### src/rtl/tlb_ctrl_if.sv
// Signal bundle between the TLB control core, the processor, the page-table walker
// and the external entry storage array.
interface tlb_ctrl_if #(
  parameter int unsigned NUM_WAYS       = 4,
  parameter int unsigned SET_INDEX_BITS = 4,
  parameter int unsigned LRU_BITS       = 2
) ();
  logic                           req_valid_i;
  logic                           req_ready_o;
  logic [31:0]                    vaddr_i;
  logic                           access_type_i;
  logic                           resp_valid_o;
  logic                           resp_ready_i;
  logic [31:0]                    paddr_o;
  logic                           hit_o;
  logic                           fault_o;
  logic                           ptw_req_valid_o;
  logic                           ptw_req_ready_i;
  logic [31:0]                    ptw_vaddr_o;
  logic                           ptw_resp_valid_i;
  logic                           ptw_resp_ready_o;
  logic [31:0]                    ptw_pte_i;
  logic [SET_INDEX_BITS-1:0]      set_index_o;
  logic [NUM_WAYS-1:0]            rd_valid_i;
  logic [20*NUM_WAYS-1:0]         rd_vpn_i;
  logic [20*NUM_WAYS-1:0]         rd_ppn_i;
  logic [2*NUM_WAYS-1:0]          rd_perms_i;
  logic [LRU_BITS*NUM_WAYS-1:0]   rd_lru_i;
  logic                           wr_en_o;
  logic [1:0]                     wr_way_o;
  logic [19:0]                    wr_vpn_o;
  logic [19:0]                    wr_ppn_o;
  logic [1:0]                     wr_perms_o;
  logic                           lru_update_en_o;
  logic [1:0]                     lru_way_o;

  // Processor / walker / storage side
  modport master (
    output req_valid_i, vaddr_i, access_type_i, resp_ready_i,
    output ptw_req_ready_i, ptw_resp_valid_i, ptw_pte_i,
    output rd_valid_i, rd_vpn_i, rd_ppn_i, rd_perms_i, rd_lru_i,
    input  req_ready_o, resp_valid_o, paddr_o, hit_o, fault_o,
    input  ptw_req_valid_o, ptw_vaddr_o, ptw_resp_ready_o, set_index_o,
    input  wr_en_o, wr_way_o, wr_vpn_o, wr_ppn_o, wr_perms_o,
    input  lru_update_en_o, lru_way_o
  );

  // Control core side
  modport slave (
    input  req_valid_i, vaddr_i, access_type_i, resp_ready_i,
    input  ptw_req_ready_i, ptw_resp_valid_i, ptw_pte_i,
    input  rd_valid_i, rd_vpn_i, rd_ppn_i, rd_perms_i, rd_lru_i,
    output req_ready_o, resp_valid_o, paddr_o, hit_o, fault_o,
    output ptw_req_valid_o, ptw_vaddr_o, ptw_resp_ready_o, set_index_o,
    output wr_en_o, wr_way_o, wr_vpn_o, wr_ppn_o, wr_perms_o,
    output lru_update_en_o, lru_way_o
  );
endinterface

### src/rtl/tlb_ctrl_core.sv
// Lookup, page-table-walk sequencing and replacement control for a 4-way set-associative TLB.
// Entry storage lives outside; this core reads the indexed set and emits write/LRU strobes.
module tlb_ctrl_core #(
  parameter int unsigned NUM_WAYS       = 4,
  parameter int unsigned SET_INDEX_BITS = 4,
  parameter int unsigned LRU_BITS       = 2
) (
  input logic      clk,
  input logic      rst,
  tlb_ctrl_if.slave bus
);
  localparam int unsigned WAY_BITS = 2;
  localparam int unsigned TAG_BITS = 20;

  typedef enum logic [2:0] {
    ACCEPT_REQ  = 3'd0,
    LOOKUP      = 3'd1,
    PTW_REQ     = 3'd2,
    PTW_PENDING = 3'd3,
    UPDATE      = 3'd4,
    RESPOND     = 3'd5
  } state_t;

  state_t        state, state_next;
  logic [31:0]   vaddr_reg, vaddr_next;
  logic          access_reg, access_next;
  logic [31:0]   pte_reg, pte_next;
  logic [31:0]   paddr_q, paddr_next;
  logic          hit_q, hit_next;
  logic          fault_q, fault_next;
  logic [31:0]   ptw_vaddr_q, ptw_vaddr_next;
  logic          wr_en, lru_en;

  logic [19:0]   vpn;
  logic [11:0]   offset;
  logic          hit_any;
  logic [WAY_BITS-1:0] hit_way;
  logic [19:0]   hit_ppn;
  logic [1:0]    hit_perms;
  logic          lookup_fault;
  logic          pte_fault;
  logic          unused_pte;

  logic          inv_found;
  logic [WAY_BITS-1:0] inv_way;
  logic [WAY_BITS-1:0] old_way;
  logic [LRU_BITS-1:0] old_age;
  logic [WAY_BITS-1:0] replace_way;

  assign vpn        = vaddr_reg[31:12];
  assign offset     = vaddr_reg[11:0];
  assign unused_pte = ^pte_reg[11:3];

  // Tag match across the set; the lowest matching way wins
  always_comb begin
    hit_any   = 1'b0;
    hit_way   = '0;
    hit_ppn   = '0;
    hit_perms = '0;
    for (int i = 0; i < int'(NUM_WAYS); i++) begin
      if (!hit_any && bus.rd_valid_i[i] && (bus.rd_vpn_i[i*TAG_BITS +: TAG_BITS] == vpn)) begin
        hit_any   = 1'b1;
        hit_way   = WAY_BITS'(i);
        hit_ppn   = bus.rd_ppn_i[i*TAG_BITS +: TAG_BITS];
        hit_perms = bus.rd_perms_i[i*2 +: 2];
      end
    end
  end

  assign lookup_fault = access_reg ? !hit_perms[1] : !hit_perms[0];
  assign pte_fault    = access_reg ? !pte_reg[2]   : !pte_reg[1];

  // Victim: first invalid way, else the oldest way (strict compare keeps the lowest on ties)
  always_comb begin
    inv_found = 1'b0;
    inv_way   = '0;
    old_way   = '0;
    old_age   = bus.rd_lru_i[LRU_BITS-1:0];
    for (int i = 0; i < int'(NUM_WAYS); i++) begin
      if (!inv_found && !bus.rd_valid_i[i]) begin
        inv_found = 1'b1;
        inv_way   = WAY_BITS'(i);
      end
      if (bus.rd_lru_i[i*LRU_BITS +: LRU_BITS] > old_age) begin
        old_age = bus.rd_lru_i[i*LRU_BITS +: LRU_BITS];
        old_way = WAY_BITS'(i);
      end
    end
    replace_way = inv_found ? inv_way : old_way;
  end

  // State and datapath registers
  always_ff @(posedge clk or negedge rst) begin
    if (!rst) begin
      state       <= ACCEPT_REQ;
      vaddr_reg   <= '0;
      access_reg  <= 1'b0;
      pte_reg     <= '0;
      paddr_q     <= '0;
      hit_q       <= 1'b0;
      fault_q     <= 1'b0;
      ptw_vaddr_q <= '0;
    end else begin
      state       <= state_next;
      vaddr_reg   <= vaddr_next;
      access_reg  <= access_next;
      pte_reg     <= pte_next;
      paddr_q     <= paddr_next;
      hit_q       <= hit_next;
      fault_q     <= fault_next;
      ptw_vaddr_q <= ptw_vaddr_next;
    end
  end

  // Next state, next datapath values and single-cycle strobes
  always_comb begin
    state_next     = state;
    vaddr_next     = vaddr_reg;
    access_next    = access_reg;
    pte_next       = pte_reg;
    paddr_next     = paddr_q;
    hit_next       = hit_q;
    fault_next     = fault_q;
    ptw_vaddr_next = ptw_vaddr_q;
    wr_en          = 1'b0;
    lru_en         = 1'b0;
    case (state)
      ACCEPT_REQ: begin
        if (bus.req_valid_i) begin
          vaddr_next  = bus.vaddr_i;
          access_next = bus.access_type_i;
          state_next  = LOOKUP;
        end
      end
      LOOKUP: begin
        if (hit_any) begin
          hit_next   = 1'b1;
          state_next = RESPOND;
          if (lookup_fault) begin
            paddr_next = '0;
            fault_next = 1'b1;
          end else begin
            paddr_next = {hit_ppn, offset};
            fault_next = 1'b0;
            lru_en     = 1'b1;
          end
        end else begin
          ptw_vaddr_next = vaddr_reg;
          state_next     = PTW_REQ;
        end
      end
      PTW_REQ: begin
        if (bus.ptw_req_ready_i) state_next = PTW_PENDING;
      end
      PTW_PENDING: begin
        if (bus.ptw_resp_valid_i) begin
          pte_next   = bus.ptw_pte_i;
          state_next = UPDATE;
        end
      end
      UPDATE: begin
        state_next = RESPOND;
        if (!pte_reg[0]) begin
          paddr_next = '0;
          hit_next   = 1'b0;
          fault_next = 1'b1;
        end else if (pte_fault) begin
          paddr_next = '0;
          hit_next   = 1'b1;
          fault_next = 1'b1;
        end else begin
          paddr_next = {pte_reg[31:12], offset};
          hit_next   = 1'b1;
          fault_next = 1'b0;
          wr_en      = 1'b1;
        end
      end
      RESPOND: begin
        if (bus.resp_ready_i) begin
          paddr_next = '0;
          hit_next   = 1'b0;
          fault_next = 1'b0;
          state_next = ACCEPT_REQ;
        end
      end
      default: state_next = ACCEPT_REQ;
    endcase
  end

  assign bus.req_ready_o      = (state == ACCEPT_REQ);
  assign bus.ptw_req_valid_o  = (state == PTW_REQ);
  assign bus.ptw_resp_ready_o = (state == PTW_PENDING);
  assign bus.resp_valid_o     = (state == RESPOND);
  assign bus.paddr_o          = paddr_q;
  assign bus.hit_o            = hit_q;
  assign bus.fault_o          = fault_q;
  assign bus.ptw_vaddr_o      = ptw_vaddr_q;
  assign bus.set_index_o      = vaddr_reg[12 +: SET_INDEX_BITS];
  assign bus.wr_en_o          = wr_en;
  assign bus.wr_way_o         = replace_way;
  assign bus.wr_vpn_o         = vpn;
  assign bus.wr_ppn_o         = pte_reg[31:12];
  assign bus.wr_perms_o       = pte_reg[2:1];
  assign bus.lru_update_en_o  = lru_en;
  assign bus.lru_way_o        = hit_way;
endmodule

### src/flat_wrapper.sv
// flat-port wrapper written by rule: the top's interface ports become plain ports
module tlb_ctrl_core_flat 
#(
  parameter int unsigned NUM_WAYS       = 4,
  parameter int unsigned SET_INDEX_BITS = 4,
  parameter int unsigned LRU_BITS       = 2
)
  (clk, rst, bus_req_valid_i, bus_vaddr_i, bus_access_type_i, bus_resp_ready_i, bus_ptw_req_ready_i, bus_ptw_resp_valid_i, bus_ptw_pte_i, bus_rd_valid_i, bus_rd_vpn_i, bus_rd_ppn_i, bus_rd_perms_i, bus_rd_lru_i, bus_req_ready_o, bus_resp_valid_o, bus_paddr_o, bus_hit_o, bus_fault_o, bus_ptw_req_valid_o, bus_ptw_vaddr_o, bus_ptw_resp_ready_o, bus_set_index_o, bus_wr_en_o, bus_wr_way_o, bus_wr_vpn_o, bus_wr_ppn_o, bus_wr_perms_o, bus_lru_update_en_o, bus_lru_way_o);
  tlb_ctrl_if #(.NUM_WAYS(NUM_WAYS), .SET_INDEX_BITS(SET_INDEX_BITS), .LRU_BITS(LRU_BITS)) bus_i ();
  input logic clk;
  input logic rst;
  input wire logic [$bits(bus_i.req_valid_i)-1:0] bus_req_valid_i;
  input wire logic [$bits(bus_i.vaddr_i)-1:0] bus_vaddr_i;
  input wire logic [$bits(bus_i.access_type_i)-1:0] bus_access_type_i;
  input wire logic [$bits(bus_i.resp_ready_i)-1:0] bus_resp_ready_i;
  input wire logic [$bits(bus_i.ptw_req_ready_i)-1:0] bus_ptw_req_ready_i;
  input wire logic [$bits(bus_i.ptw_resp_valid_i)-1:0] bus_ptw_resp_valid_i;
  input wire logic [$bits(bus_i.ptw_pte_i)-1:0] bus_ptw_pte_i;
  input wire logic [$bits(bus_i.rd_valid_i)-1:0] bus_rd_valid_i;
  input wire logic [$bits(bus_i.rd_vpn_i)-1:0] bus_rd_vpn_i;
  input wire logic [$bits(bus_i.rd_ppn_i)-1:0] bus_rd_ppn_i;
  input wire logic [$bits(bus_i.rd_perms_i)-1:0] bus_rd_perms_i;
  input wire logic [$bits(bus_i.rd_lru_i)-1:0] bus_rd_lru_i;
  output wire logic [$bits(bus_i.req_ready_o)-1:0] bus_req_ready_o;
  output wire logic [$bits(bus_i.resp_valid_o)-1:0] bus_resp_valid_o;
  output wire logic [$bits(bus_i.paddr_o)-1:0] bus_paddr_o;
  output wire logic [$bits(bus_i.hit_o)-1:0] bus_hit_o;
  output wire logic [$bits(bus_i.fault_o)-1:0] bus_fault_o;
  output wire logic [$bits(bus_i.ptw_req_valid_o)-1:0] bus_ptw_req_valid_o;
  output wire logic [$bits(bus_i.ptw_vaddr_o)-1:0] bus_ptw_vaddr_o;
  output wire logic [$bits(bus_i.ptw_resp_ready_o)-1:0] bus_ptw_resp_ready_o;
  output wire logic [$bits(bus_i.set_index_o)-1:0] bus_set_index_o;
  output wire logic [$bits(bus_i.wr_en_o)-1:0] bus_wr_en_o;
  output wire logic [$bits(bus_i.wr_way_o)-1:0] bus_wr_way_o;
  output wire logic [$bits(bus_i.wr_vpn_o)-1:0] bus_wr_vpn_o;
  output wire logic [$bits(bus_i.wr_ppn_o)-1:0] bus_wr_ppn_o;
  output wire logic [$bits(bus_i.wr_perms_o)-1:0] bus_wr_perms_o;
  output wire logic [$bits(bus_i.lru_update_en_o)-1:0] bus_lru_update_en_o;
  output wire logic [$bits(bus_i.lru_way_o)-1:0] bus_lru_way_o;
  assign bus_i.req_valid_i = bus_req_valid_i;
  assign bus_i.vaddr_i = bus_vaddr_i;
  assign bus_i.access_type_i = bus_access_type_i;
  assign bus_i.resp_ready_i = bus_resp_ready_i;
  assign bus_i.ptw_req_ready_i = bus_ptw_req_ready_i;
  assign bus_i.ptw_resp_valid_i = bus_ptw_resp_valid_i;
  assign bus_i.ptw_pte_i = bus_ptw_pte_i;
  assign bus_i.rd_valid_i = bus_rd_valid_i;
  assign bus_i.rd_vpn_i = bus_rd_vpn_i;
  assign bus_i.rd_ppn_i = bus_rd_ppn_i;
  assign bus_i.rd_perms_i = bus_rd_perms_i;
  assign bus_i.rd_lru_i = bus_rd_lru_i;
  assign bus_req_ready_o = bus_i.req_ready_o;
  assign bus_resp_valid_o = bus_i.resp_valid_o;
  assign bus_paddr_o = bus_i.paddr_o;
  assign bus_hit_o = bus_i.hit_o;
  assign bus_fault_o = bus_i.fault_o;
  assign bus_ptw_req_valid_o = bus_i.ptw_req_valid_o;
  assign bus_ptw_vaddr_o = bus_i.ptw_vaddr_o;
  assign bus_ptw_resp_ready_o = bus_i.ptw_resp_ready_o;
  assign bus_set_index_o = bus_i.set_index_o;
  assign bus_wr_en_o = bus_i.wr_en_o;
  assign bus_wr_way_o = bus_i.wr_way_o;
  assign bus_wr_vpn_o = bus_i.wr_vpn_o;
  assign bus_wr_ppn_o = bus_i.wr_ppn_o;
  assign bus_wr_perms_o = bus_i.wr_perms_o;
  assign bus_lru_update_en_o = bus_i.lru_update_en_o;
  assign bus_lru_way_o = bus_i.lru_way_o;
  tlb_ctrl_core #(.NUM_WAYS(NUM_WAYS), .SET_INDEX_BITS(SET_INDEX_BITS), .LRU_BITS(LRU_BITS)) u_core (.clk(clk), .rst(rst), .bus(bus_i));
endmodule
### config.mk
export PLATFORM = sky130hd
export DESIGN_NAME = tlb_ctrl_core_flat
export DESIGN_NICKNAME = d
export VERILOG_FILES = /design/src/rtl/tlb_ctrl_if.sv /design/src/rtl/tlb_ctrl_core.sv /design/src/flat_wrapper.sv
export SDC_FILE = /design/constraint.sdc
export NUM_CORES = 1
export LEC_CHECK = 0
export CORE_MARGIN = 2
export CORE_UTILIZATION = 24
export DETAILED_ROUTE_END_ITERATION = 8
export MAX_ROUTING_LAYER = met4
export PLACE_DENSITY = 0.48
export SLEW_MARGIN = 15
export SYNTH_ARGS = -nofsm -noshare
export SYNTH_HDL_FRONTEND = slang
export SYNTH_SLANG_ARGS = --single-unit
export TNS_END_PERCENT = 1
### constraint.sdc
create_clock -name clk -period 16.59 [get_ports clk]
set_input_delay 4.977 -clock clk [delete_from_list [all_inputs] [get_ports clk]]
set_output_delay 4.977 -clock clk [all_outputs]
set_load 0.005 [all_outputs]
## After elaboration in Yosys (flattened, before gate mapping)

Index checks and enable logic that the tools add are counted.

| operators by class | value |
|---|---|
| reductions and logical operators | 29 |
| order comparisons | 3 |
| muxes and demuxes | 57 |
| bitwise gates (word level) | 1 |
| eq/ne operators | 14 |

Operator list:

| cell | number |
|---|---|
| 32-bit 2-to-1 mux | 5 |
| 32-bit case mux with 3 select lines | 1 |
| 20-bit == test | 4 |
| 20-bit 2-to-1 mux | 4 |
| 1-bit 2-to-1 mux | 26 |
| 2-bit 2-to-1 mux | 13 |
| 3-bit case mux with 6 select lines | 1 |
| 3-bit 2-to-1 mux | 5 |
| 1-bit logical NOT | 12 |
| 1-bit logical AND | 10 |
| 2-bit inequality test, second input constant | 4 |
| 3-bit by 2-bit == test with 1-bit output, second input constant | 2 |
| 3-bit == test, second input constant | 2 |
| 2-bit greater-than comparator | 3 |
| 1-bit case mux with 3 select lines | 2 |
| 2-bit AND reduction | 3 |
| 4-bit AND reduction | 1 |
| 3-bit by 1-bit == test with 1-bit output, second input constant | 1 |
| 3-bit logical NOT | 1 |
| 3-bit AND reduction | 1 |
| 3-bit nonzero test | 1 |
| 2-bit by 1-bit inequality test with 1-bit output, second input constant | 1 |
| 1-bit NOT | 1 |

| word-level totals | value |
|---|---|
| bits of input ports | 251 |
| word-level logic and storage cells | 112 |
| output and inout port bits | 122 |
| register bits | 134 |

## Depth between registers and ports, before layout

Gate-level depths: netlist (run 1).

| depth | value |
|---|---|
| word-level depth | 20 |
| mapped depth | 16 |
| gate-level depth less buffers | 16 |

## Worst setup path before layout (run 1)

OpenSTA, ideal clock, no wires.

| timing | value |
|---|---|
| path type | input-to-output |
| start | input port bus_rd_lru_i[1] |
| end | output port bus_wr_way_o[0] |
| arrival time | 7.276 ns |
| stages on the path | 16 |
| path slack | 4.337 ns |
| path buffers | 0 |
| required time | 11.613 ns |
| path through | inv_1 -> ha_1 -> nor2_1 -> o22ai_1 -> nand2_1 -> o21ai_0 -> ha_1 -> inv_1 -> o22ai_1 -> mux2_2 -> ha_1 -> nand2_1 -> o21ai_0 -> nand3_1 -> o21ai_0 -> a21boi_0 |

| on the way | value |
|---|---|
| word-level cells in the longest chain between the ends | 7 |
| elaborated cells between the ends (all ways) | 9 |
| classes of those cells | 3 x order compare; 6 x mux |

RTL lines:

| item | RTL line | source |
|---|---|---|
| start: declaration | flat_wrapper.sv:23 | `input wire logic [$bits(bus_i.rd_lru_i)-1:0] bus_rd_lru_i;` |
| 2-bit greater-than comparator | tlb_ctrl_core.sv:84 | `if (bus.rd_lru_i[i*LRU_BITS +: LRU_BITS] > old_age) begin` |
| 2-bit 2-to-1 mux | tlb_ctrl_core.sv:84 |  |
| 2-bit greater-than comparator | tlb_ctrl_core.sv:84 |  |
| 2-bit 2-to-1 mux | tlb_ctrl_core.sv:84 |  |
| 2-bit greater-than comparator | tlb_ctrl_core.sv:84 |  |
| 2-bit 2-to-1 mux (*) | tlb_ctrl_core.sv:84 |  |
| 2-bit 2-to-1 mux (*) | tlb_ctrl_core.sv:89 | `replace_way = inv_found ? inv_way : old_way;` |
| end: declaration | flat_wrapper.sv:34 | `output wire logic [$bits(bus_i.wr_way_o)-1:0] bus_wr_way_o;` |

Mark *: on every way between the ends. The rest lies on a longest branch, timed or not.

## Worst setup path after layout (run 1)

Ends and elaborated chain as after synthesis.

==> results of run 1 <==
kinds of logic (layout without fill, tap and decap cells):
kind of cell / count (synthesis) / count (layout) / synth area share (%)
buffers and inverters: 154 / 452 / 10.7
multiplexers: 86 / 86 / 12.2
XOR/XNOR: 80 / 80 / 9.03
AO/OA/AOI/OAI: 149 / 149 / 14.5
flip-flops: 125 / 125 / 40.3
other: 0 / 3 / 0
AND/OR/NAND/NOR: 171 / 171 / 12.0
adder cells (fa/ha/maj): 8 / 8 / 1.29
metal layers:
metal	track usage (%)	routed length, µm	up-vias	share of wire [%]
met4	5.25	556	0	1.8
met5	-	0	-	0
li1	-	-	3310	-
met1	24.3	14300	3430	45
met2	30.7	15200	224	48
met3	4.18	1630	32	5.1
worst max-delay path: cells and delay by family:
kind                     cells  cell delay (ns)
buffers and inverters        4             1.08
adder cells (fa/ha/maj)      3             0.88
AO/OA/AOI/OAI                6             0.88
multiplexers                 1             0.38
AND/OR/NAND/NOR              4             0.35
layout make-up:
| class | instances | share of cell area, % |
|---|---|---|
| repair buffers | 374 | 31.2 |
| flip-flops and latches | 125 | 26.2 |
| multi-input cells | 494 | 32.0 |
| inverters | 46 | 1.45 |
| diodes | 3 | 0.0630 |
| clock buffers | 20 | 3.91 |
| well taps | 402 | 4.22 |
| clock inverters | 12 | 0.934 |
power by group through the flow:
stage / registers (W) / logic [W] / clock network (W)
after floorplan: 0.000521 / 0.000506 / 0
after global placement: 0.000622 / 0.000787 / 0
after detailed placement: 0.000623 / 0.000791 / 0
after CTS: 0.000619 / 0.000795 / 0.000382
after global routing: 0.000641 / 0.000855 / 0.000397
final: 0.000618 / 0.000785 / 0.000369
placed cells by master, fill, tap and decap left out, drive strengths merged, types with 3 or more instances in the layout:
cell	synthesis	final
nor4b	3	3
clkinvlp	0	3
ha	8	8
inv	46	49
nand4	15	15
o22ai	8	8
xor2	59	59
a41o	3	3
o21ai	54	54
o31ai	12	12
nor4	17	17
and2	4	4
xnor2	21	21
nor2	5	5
nor3	8	8
diode	0	3
nand2	62	62
or2	3	3
a21o	3	3
clkinv	0	5
and3	22	22
mux2i	20	20
buf	64	12
a32oi	33	33
o221a	20	20
nor2b	5	5
a21oi	3	3
mux2	66	66
clkbuf	44	20
clkdlybuf4s50	0	362
and4	3	3
nand3b	3	3
or4	5	5
dfrtp	125	125
nand3	5	5
final timing paths:
kind	from	slack [ns]	depth (start not counted)	endpoint
max	bus_rd_lru_i[1]	3.05	18	bus_wr_way_o[0]
min	u_core.bus.ptw_vaddr_o[2]	0.47	2	u_core.bus.ptw_vaddr_o[2]
max reg2reg	u_core.vaddr_reg[12]	12.46	7	u_core.bus.ptw_vaddr_o[30]
min reg2reg	u_core.bus.ptw_vaddr_o[2]	0.47	2	u_core.bus.ptw_vaddr_o[2]
max in group asynchronous	rst	10.78	2	u_core.pte_reg[18]
min in group asynchronous	rst	4.64	1	u_core.vaddr_reg[28]
synth_stat cells, drive strengths merged (4+ instances only):
library cell and number:
dfrtp 125, mux2 66, buf 64, nand2 62, xor2 59, o21ai 54, inv 46, clkbuf 44
a32oi 33, and3 22, xnor2 21, mux2i 20, o221a 20, nor4 17, nand4 15, o31ai 12
ha 8, nor3 8, o22ai 8, nand3 5, nor2 5, nor2b 5, or4 5, and2 4
metrics by stage:
step,util (%),power (W)
final,37.6,0.00177
after global routing,37.6,0.00189
after CTS,37.6,0.00180
after detailed placement,35.8,0.00141
after global placement,35.8,0.00141
after floorplan,-,0.00103
==> reports/results.txt, run 1 <==
Setup ws final: 3.05 ns
Routed WL: 31.7 mm
Mapped Avg Cell Area: 10.0 µm²
Comb pwr share: 44.3%
Placed insts: 1441
Area contributors post-synth: dfrtp_1, mux2_2, xor2_1
Clock Sinks: 125
Tightest hold margin: 0.474 ns
Setup-failing EPs final: 0
Std cell rows: 65
Worst path max stage delay: 0.52 ns
Hold Path Class: flop to flop
Status: finished clean
Placer's final routability congestion estimate: 0.893
Sw power: 0.000644 W
CTS clock-pin slew for the worst setup and hold paths: 0.06 ns
CP startpoint kind: input port
Fin Setup TNS: 0 ns
Slew @ Worst Pin: 1.04 ns
Drt pass-1 iters: 4
RSZ-0062 raised after global routing: false
Vias per cell: 4.74
CTS H-tree lvls: 4
WS Path Type: input port to output pin
Crit path DAT: 8.56 ns
Top cell type by total area after synthesis: dfrtp_1
Vias in the first global route: 7201
Post-place instance area: 0.0113 mm²
Crit path max-delay cell type: clkdlybuf4s50_1
Final slew viol count: 0
CP Max Fanout: 3
Resized cells post-CTS: 0
Fin nets: 1317
I/O Buffers: 363
Place WS: 3.05 ns
Non-Filler Instances: 1476
GRT Util Overall: 19.1%
Net Count, Synth: 1032
Cell area after layout: 0.0119 mm²
Io pins: 373
Die X-Extent: 184 µm
Die height: 184 µm
Fmax: 73.9 MHz
Share of post-route cells with drive strength above 1: 13.4%
Routed via count: 6996
Hold Violations, Final: 0
Req. time, crit path: 11.61 ns
Ys flop type: dfrtp_1
Final Cycle Share: 81.6%
CTS buffer count: 17
Initial antenna violation count: 3
Synth top area share: 40.3%
WL/cell: 21.5 µm
DR DRC count: 0
Largest net degree at the start of global routing: 86
Ys async rst share: 100%
Post-synth EDFFs: 0
Internal power: 0.00113 W
Multi-input gate area: 0.00382 mm²
Lkg Pwr: 4.93 nW
Min Clock Period, post-route: 13.54 ns
Switching Fraction: 36.3%
Synth unique cells: 57
Initial Utilization: 24.5%
Clock network fraction of total power: 20.8%
Register area: 0.00313 mm²
Root Driver: clkbuf_16
Max-cap violations: 0
Peak supply drop: 0.0825 mV
Worst-Skew Late Latency: 0.43 ns
Slew HR: 30.5%
Grt total ovfl: 0
Post-DP HPWL: 23.8 mm
Setup Skew: 0.0141 ns
Hold buffers post-CTS: 0
Crit path cell chain: clkdlybuf4s50_1 > inv_1 > ha_1 > nor2_1 > o22ai_1 > nand2_1 > o21ai_0 > ha_1 > inv_1 > o22ai_1 > mux2_2 > ha_1 > nand2_1 > o21ai_0 > nand3_1 > o21ai_0 > a21boi_0 > clkdlybuf4s50_1
Die area: 0.0338 mm²
Initial DRC count: 292
Setup Buffers After CTS: 0
Area delta synth->final: 53.6%
Pwr/cell area: 149 mW/mm²
Clk buf depth: 2
Post-Syn Instances: 773
Synth warn: 0
Core box area: 0.0317 mm²
Fill count: 3186
Global-route wire length before repair: 46.3 mm
Post-DRT Antenna Nets: 0
Sequential element share of the synthesized area: 40.3%
Sequential power share: 34.9%
CTS tree: yes
Mapped Area: 0.00776 mm²
Flops & latches, synth: 125
CP endpoint kind: output pin
(Power assumes the default switching activity.)
==> run 2, diff against run 1 <==
--- a/config.mk
+++ b/config.mk
@@ -9,7 +9,7 @@
 export CORE_UTILIZATION = 24
 export DETAILED_ROUTE_END_ITERATION = 8
 export MAX_ROUTING_LAYER = met4
-export PLACE_DENSITY = 0.48
+export PLACE_DENSITY = 0.5
 export SLEW_MARGIN = 15
 export SYNTH_ARGS = -nofsm -noshare
 export SYNTH_HDL_FRONTEND = slang
==> constraint.sdc (replaced) <==
create_clock -name clk -period 12 [get_ports clk]
set_input_delay 3.6 -clock clk [delete_from_list [all_inputs] [get_ports clk]]
set_output_delay 3.6 -clock clk [all_outputs]
set_load 0.005 [all_outputs]
==> run 2 against run 1 <==
  * Largest power group unchanged
  * Clock skew fell by 0.00095 ns
  * Combinational power rose by 38%
  * Final area barely moved
  * Flip-flop and latch count did not move
==> reports/results.txt, run 2 (same netlist as run 1, synthesis figures left out) <==
Fill count: 3247 (+1.9%)
Post-DP HPWL: 23.7 mm (-0.83%)
Max-cap violations: 0 (unchanged)
Final slew viol count: 0 (unchanged)
R2R Setup Slk: 8.07 ns (-4.39 ns)
Setup Buffers After CTS: 0 (unchanged)
Std cell rows: 65 (unchanged)
Vias per cell: 4.72 (-0.34%)
Slew @ Worst Pin: 1.01 ns (-0.0349 ns)
Share of post-route cells with drive strength above 1: 13.3% (about the same)
Min Clock Period, post-route: 10.76 ns
Worst-Skew Late Latency: 0.43 ns (about the same)
Die height: 184 µm (unchanged)
CP startpoint kind: input port
Initial antenna violation count: 3 (unchanged)
Initial Utilization: 24.5% (unchanged)
Lkg Pwr: 4.94 nW (+0.20%)
CP endpoint kind: output pin
Crit path cell chain: clkdlybuf4s50_1 > inv_1 > ha_1 > o22ai_1 > o21ai_0 > ha_1 > inv_1 > o22ai_1 > mux2_2 > ha_1 > nand2_1 > o21ai_0 > nand3_1 > o21ai_0 > a21boi_0 > clkdlybuf4s50_1
Setup Skew: 0.0131 ns (-0.000953 ns)
Die area: 0.0338 mm² (unchanged)
Area delta synth->final: 53.8% (about the same)
Drt pass-1 iters: 4 (unchanged)
Slew HR: 32.8% (+2.3 points)
Most frequent cells in the layout: clkdlybuf4s50_1, dfrtp_1, mux2_2
CTS H-tree lvls: 4 (unchanged)
Commonest non-fill, non-tap cell in the layout: clkdlybuf4s50_1
Status: finished clean
Place WS: 1.27 ns (-1.78 ns)
Resized cells post-CTS: 0 (unchanged)
Placer's final routability congestion estimate: 0.874 (-2.2%)
Clock Sinks: 125 (unchanged)
WS Path Type: input port to output pin
Req. time, crit path: 8.40 ns (-3.21 ns)
RSZ-0062 raised after global routing: false
Hold buffers post-CTS: 0 (unchanged)
Die X-Extent: 184 µm (unchanged)
Fmax: 92.9 MHz
I/O Buffers: 363 (unchanged)
Fin nets: 1318 (+0.076%)
Routed via count: 6977 (-0.27%)
Grt total ovfl: 0 (unchanged)
DR DRC count: 0 (unchanged)
Fin Setup TNS: 0 ns (unchanged)
Peak supply drop: 0.125 mV (+51%)
Vias in the first global route: 7110 (-1.3%)
Routed WL: 31.2 mm (-1.6%)
Non-Filler Instances: 1477 (+0.068%)
Final Cycle Share: 89.7%
Crit path max-delay cell type: clkdlybuf4s50_1
CTS clock-pin slew for the worst setup and hold paths: 0.06 ns (about the same)
Crit path DAT: 7.16 ns (-1.40 ns)
Largest net degree at the start of global routing: 76 (-12%)
Setup-failing EPs final: 0 (unchanged)
Pwr/cell area: 206 mW/mm² (+39%)
Post-place instance area: 0.0113 mm² (about the same)
Worst path max stage delay: 0.52 ns (about the same)
Clk buf depth: 2 (unchanged)
CTS buffer count: 17 (unchanged)
Cell area after layout: 0.0119 mm² (about the same)
Hold Path Class: flop to flop
Final core occ: 37.6% (about the same)
Core box area: 0.0317 mm² (unchanged)
Root Driver: clkbuf_16
CTS tree: yes
GRT Util Overall: 18.8% (-0.35 points)
Setup ws final: 1.24 ns (-1.81 ns)
WL/cell: 21.1 µm (-1.7%)
Io pins: 373 (unchanged)
Placed insts: 1442 (+0.069%)
Hold Violations, Final: 0 (unchanged)
Post-DRT Antenna Nets: 0 (unchanged)
Global-route wire length before repair: 45.2 mm (-2.4%)
Initial DRC count: 341 (+17%)
CP Max Fanout: 3 (unchanged)
==> run 2: cell types whose count changed in the layout (fill, tap and decap cells not counted) <==
cell / previous run / this run
inv_6: 3 / 2
buf_4: 11 / 12
bufinv_16: 1 / 2
clkinv_4: 2 / 3
clkinv_2: 3 / 4
clkinvlp_4: 3 / 2
clkbuf_1: 0 / 1
clkbuf_8: 3 / 1
==> run 2: critical path, delay by kind of cell <==
family                   cells  cell delay (ns)
AND/OR/NAND/NOR              2             0.15
AO/OA/AOI/OAI                6             1.07
multiplexers                 1             0.38
adder cells (fa/ha/maj)      3             0.86
buffers and inverters        4             1.09
==> run 2: where the power goes <==
group          switching [W]  internal (W)
clock               0.000212      0.000312
sequential          0.000241      0.000612
combinational       0.000439      0.000645
==> run 2: per-stage QoR <==
stage	hold WS, ns	total power [W]
after detailed placement	0.471	0.00195
after global placement	0.465	0.00195
after global routing	0.511	0.00263
after CTS	0.486	0.00249
final	0.477	0.00246
after floorplan	0.459	0.00142
==> run 2: worst paths after layout <==
kind | end | from | cells past startpoint
setup reg to reg | u_core.bus.ptw_vaddr_o[21] | u_core.vaddr_reg[17] | 7
min in group asynchronous | u_core.bus.ptw_vaddr_o[31] | rst | 1
max in group asynchronous | u_core.pte_reg[29] | rst | 2
hold reg to reg | u_core.bus.ptw_vaddr_o[1] | u_core.bus.ptw_vaddr_o[1] | 2
setup / recovery | bus_wr_way_o[0] | bus_rd_lru_i[1] | 16
hold / removal | u_core.bus.ptw_vaddr_o[1] | u_core.bus.ptw_vaddr_o[1] | 2
==> run 2: area by class of cell <==
| class | count | area (µm²) | share of cell area [%] |
|---|---|---|---|
| Inverter | 46 | 173 | 1.45 |
| Clock inverter | 13 | 139 | 1.16 |
| Multi-Input combinational cell | 494 | 3820 | 32.0 |
| Timing Repair Buffer | 375 | 3720 | 31.2 |
| Clock buffer | 19 | 443 | 3.71 |
| Sequential cell | 125 | 3130 | 26.2 |
| Antenna cell | 3 | 7.51 | 0.0629 |
| Tap cell | 402 | 503 | 4.21 |
==> run 2: routing by layer <==
metal / vias up / track usage [%] / part of all wire, %
li1: 3315 / - / -
met2: 243 / 29.6 / 47
met4: 0 / 5.38 / 2.0
met3: 33 / 4.64 / 5.9
met1: 3386 / 23.9 / 45
met5: - / - / 0
==> run 3, diff against run 2 <==
--- a/config.mk
+++ b/config.mk
@@ -9,7 +9,7 @@
 export CORE_UTILIZATION = 24
 export DETAILED_ROUTE_END_ITERATION = 8
 export MAX_ROUTING_LAYER = met4
-export PLACE_DENSITY = 0.5
+export PLACE_DENSITY = 0.59
 export SLEW_MARGIN = 15
 export SYNTH_ARGS = -nofsm -noshare
 export SYNTH_HDL_FRONTEND = slang
==> constraint.sdc (replaced) <==
create_clock -name clk -period 11.3 [get_ports clk]
set_input_delay 3.39 -clock clk [delete_from_list [all_inputs] [get_ports clk]]
set_output_delay 3.39 -clock clk [all_outputs]
set_load 0.005 [all_outputs]
==> run 3 against run 2 <==
  * Global-route usage fell by 0.28 points
  * Clock skew down 0.0021 ns
  * Final area is essentially flat
  * Power rose by 5.9%
  * Combinational power grew 7%
  * Die area is the same
  * Wire length fell by 1.5%
  * Non-clock buffer count increased by 2
  * Core utilization hardly changed
  * Via count is 0.26% lower
  * Sequential share of layout area is essentially flat
  * Clock-buffer cell count unchanged
  * Highest routed layer unchanged
==> reports/results.txt, run 3 (same netlist as run 1, synthesis figures left out) <==
Status: finished clean
Post-DP HPWL: 23.5 mm (-0.75%)
Setup-failing EPs final: 0 (unchanged)
Clk buf depth: 2 (unchanged)
Routed WL: 30.7 mm (-1.5%)
M3 GR Usage: 3.31% (-1.3 points)
Lkg Pwr: 4.93 nW (-0.16%)
Placer's final routability congestion estimate: 0.867 (-0.77%)
Die area: 0.0338 mm² (unchanged)
Die X-Extent: 184 µm (unchanged)
WL/cell: 20.8 µm (-1.3%)
Fin Setup TNS: 0 ns (unchanged)
Internal power: 0.00167 W (+6.3%)
Area delta synth->final: 53.8% (about the same)
Resized cells post-CTS: 0 (unchanged)
Cell area after layout: 0.0119 mm² (about the same)
Fin nets: 1320 (+0.15%)
Drt pass-1 iters: 4 (unchanged)
CP endpoint kind: output pin
Setup Skew: 0.0110 ns (-0.00213 ns)
Pwr/cell area: 218 mW/mm² (+5.8%)
DR DRC count: 0 (unchanged)
WS Path Type: input port to output pin
Die height: 184 µm (unchanged)
Post-place instance area: 0.0114 mm² (+0.13%)
I/O Buffers: 363 (unchanged)
Req. time, crit path: 7.91 ns (-0.49 ns)
Switching Fraction: 36.0% (-0.29 points)
Hold Path Class: flop to flop
CP Max Fanout: 3 (unchanged)
Vias in the first global route: 7196 (+1.2%)
Antenna diodes: 0 (-3)
Worst-Skew Late Latency: 0.43 ns (about the same)
Routed via count: 6959 (-0.26%)
Multi-input gate area: 0.00382 mm² (unchanged)
CTS tree: yes
Total Power: 0.00260 W (+5.9%)
Peak supply drop: 0.167 mV (+34%)
CTS clock-pin slew for the worst setup and hold paths: 0.06 ns (about the same)
Final slew viol count: 0 (unchanged)
Fmax: 96.4 MHz
Initial antenna violation count: 0 (-3)
Initial Utilization: 24.5% (unchanged)
GRT Util Overall: 18.5% (-0.28 points)
Global-route wire length before repair: 44.8 mm (-0.89%)
Setup Buffers After CTS: 0 (unchanged)
Slew HR: 31.3% (-1.5 points)
Sw power: 0.000937 W (+5.0%)
Max-cap violations: 0 (unchanged)
Grt total ovfl: 0 (unchanged)
Crit path DAT: 6.98 ns (-0.18 ns)
Clock network fraction of total power: 21.0% (-0.3 points)
Std cell rows: 65 (unchanged)
Largest net degree at the start of global routing: 81 (+6.6%)
Sequential power share: 34.6% (about the same)
Hold buffers post-CTS: 0 (unchanged)
Final Cycle Share: 91.8%
Met1 usage: 23.6% (-0.21 points)
Share of post-route cells with drive strength above 1: 13.4% (+0.093 points)
Comb pwr share: 44.4% (+0.3 points)
Min Clock Period, post-route: 10.37 ns
Vias per cell: 4.72 (about the same)
Commonest non-fill, non-tap cell in the layout: clkdlybuf4s50_1
CP startpoint kind: input port
Fill count: 3174 (-2.2%)
Hold Violations, Final: 0 (unchanged)
Root Driver: clkbuf_16
Register area: 0.00313 mm² (unchanged)
Met2 usage: 30.0% (+0.45 points)
Core box area: 0.0317 mm² (unchanged)
Top Usage Layer GRT: met2
Io pins: 373 (unchanged)
Initial DRC count: 320 (-6.2%)
Slew @ Worst Pin: 1.03 ns (+0.0232 ns)
CTS buffer count: 17 (unchanged)
RSZ-0062 raised after global routing: false
Most frequent cells in the layout: clkdlybuf4s50_1, dfrtp_1, mux2_2
Final core occ: 37.6% (about the same)
CTS H-tree lvls: 4 (unchanged)
Post-DRT Antenna Nets: 0 (unchanged)
Clock Sinks: 125 (unchanged)
-- run 3: changes by cell type in the layout (fill, tap and decap cells not counted), moves of 2 or more --
| cell | change |
|---|---|
| clkinv_4 | -3 |
| clkinvlp_4 | +4 |
| inv_6 | -2 |
| diode_2 | -3 |
-- run 3: through the flow --
| step | hold WS, ns | std cells | setup slack (ns) |
|---|---|---|---|
| floorplan | 0.459 | 773 | 2.22 |
| global placement | 0.462 | 1444 | 0.943 |
| detailed placement | 0.472 | 1444 | 0.934 |
| CTS | 0.485 | 1474 | 0.923 |
| global route | 0.513 | 1474 | 0.669 |
| finish | 0.476 | 1474 | 0.928 |
-- run 3: final cells by class --
class,instances,area share (%)
clock buffer,19,3.79
multi-input combinational,494,32.0
inverter,46,1.45
clock inverter,11,1.01
tap,402,4.21
timing repair buffer,377,31.4
sequential,125,26.2
-- run 3: power by group through the flow --
| stage | clock [W] | combinational, W | sequential, W |
|---|---|---|---|
| floorplan | 0 | 0.000743 | 0.000764 |
| global placement | 0 | 0.00115 | 0.000903 |
| detailed placement | 0 | 0.00117 | 0.000909 |
| CTS | 0.000568 | 0.00117 | 0.000903 |
| global route | 0.000585 | 0.00126 | 0.000935 |
| finish | 0.000547 | 0.00116 | 0.000901 |
-- run 3: worst paths after layout --
| check | slack [ns] | endpoint | cells after the start | startpoint |
|---|---|---|---|---|
| max | 0.93 | bus_wr_way_o[0] | 18 | bus_rd_lru_i[3] |
| min | 0.48 | u_core.bus.ptw_vaddr_o[7] | 2 | u_core.bus.ptw_vaddr_o[7] |
| max reg2reg | 7.67 | u_core.bus.paddr_o[0] | 7 | u_core.vaddr_reg[12] |
| min reg2reg | 0.48 | u_core.bus.ptw_vaddr_o[7] | 2 | u_core.bus.ptw_vaddr_o[7] |
| max in group asynchronous | 7.21 | u_core.vaddr_reg[29] | 2 | rst |
| min in group asynchronous | 2.89 | u_core.bus.ptw_vaddr_o[15] | 1 | rst |
-- run 3: per-layer routing --
layer | up-vias | share of wire, %
met5 | - | 0
met4 | 0 | 1.6
met3 | 23 | 4.0
met2 | 192 | 49
met1 | 3436 | 46
li1 | 3308 | -
-- run 3: worst max-delay path: stages --
cell             delay (ns)
clkdlybuf4s50_1        0.50
inv_1                  0.05
ha_1                   0.29
nor2_1                 0.12
o22ai_1                0.12
nand2_1                0.08
o21ai_0                0.11
ha_1                   0.30
inv_1                  0.04
o22ai_1                0.27
mux2_2                 0.38
ha_1                   0.26
nand2_1                0.05
o21ai_0                0.11
nand3_1                0.10
o21ai_0                0.11
a21boi_0               0.19
clkdlybuf4s50_1        0.53
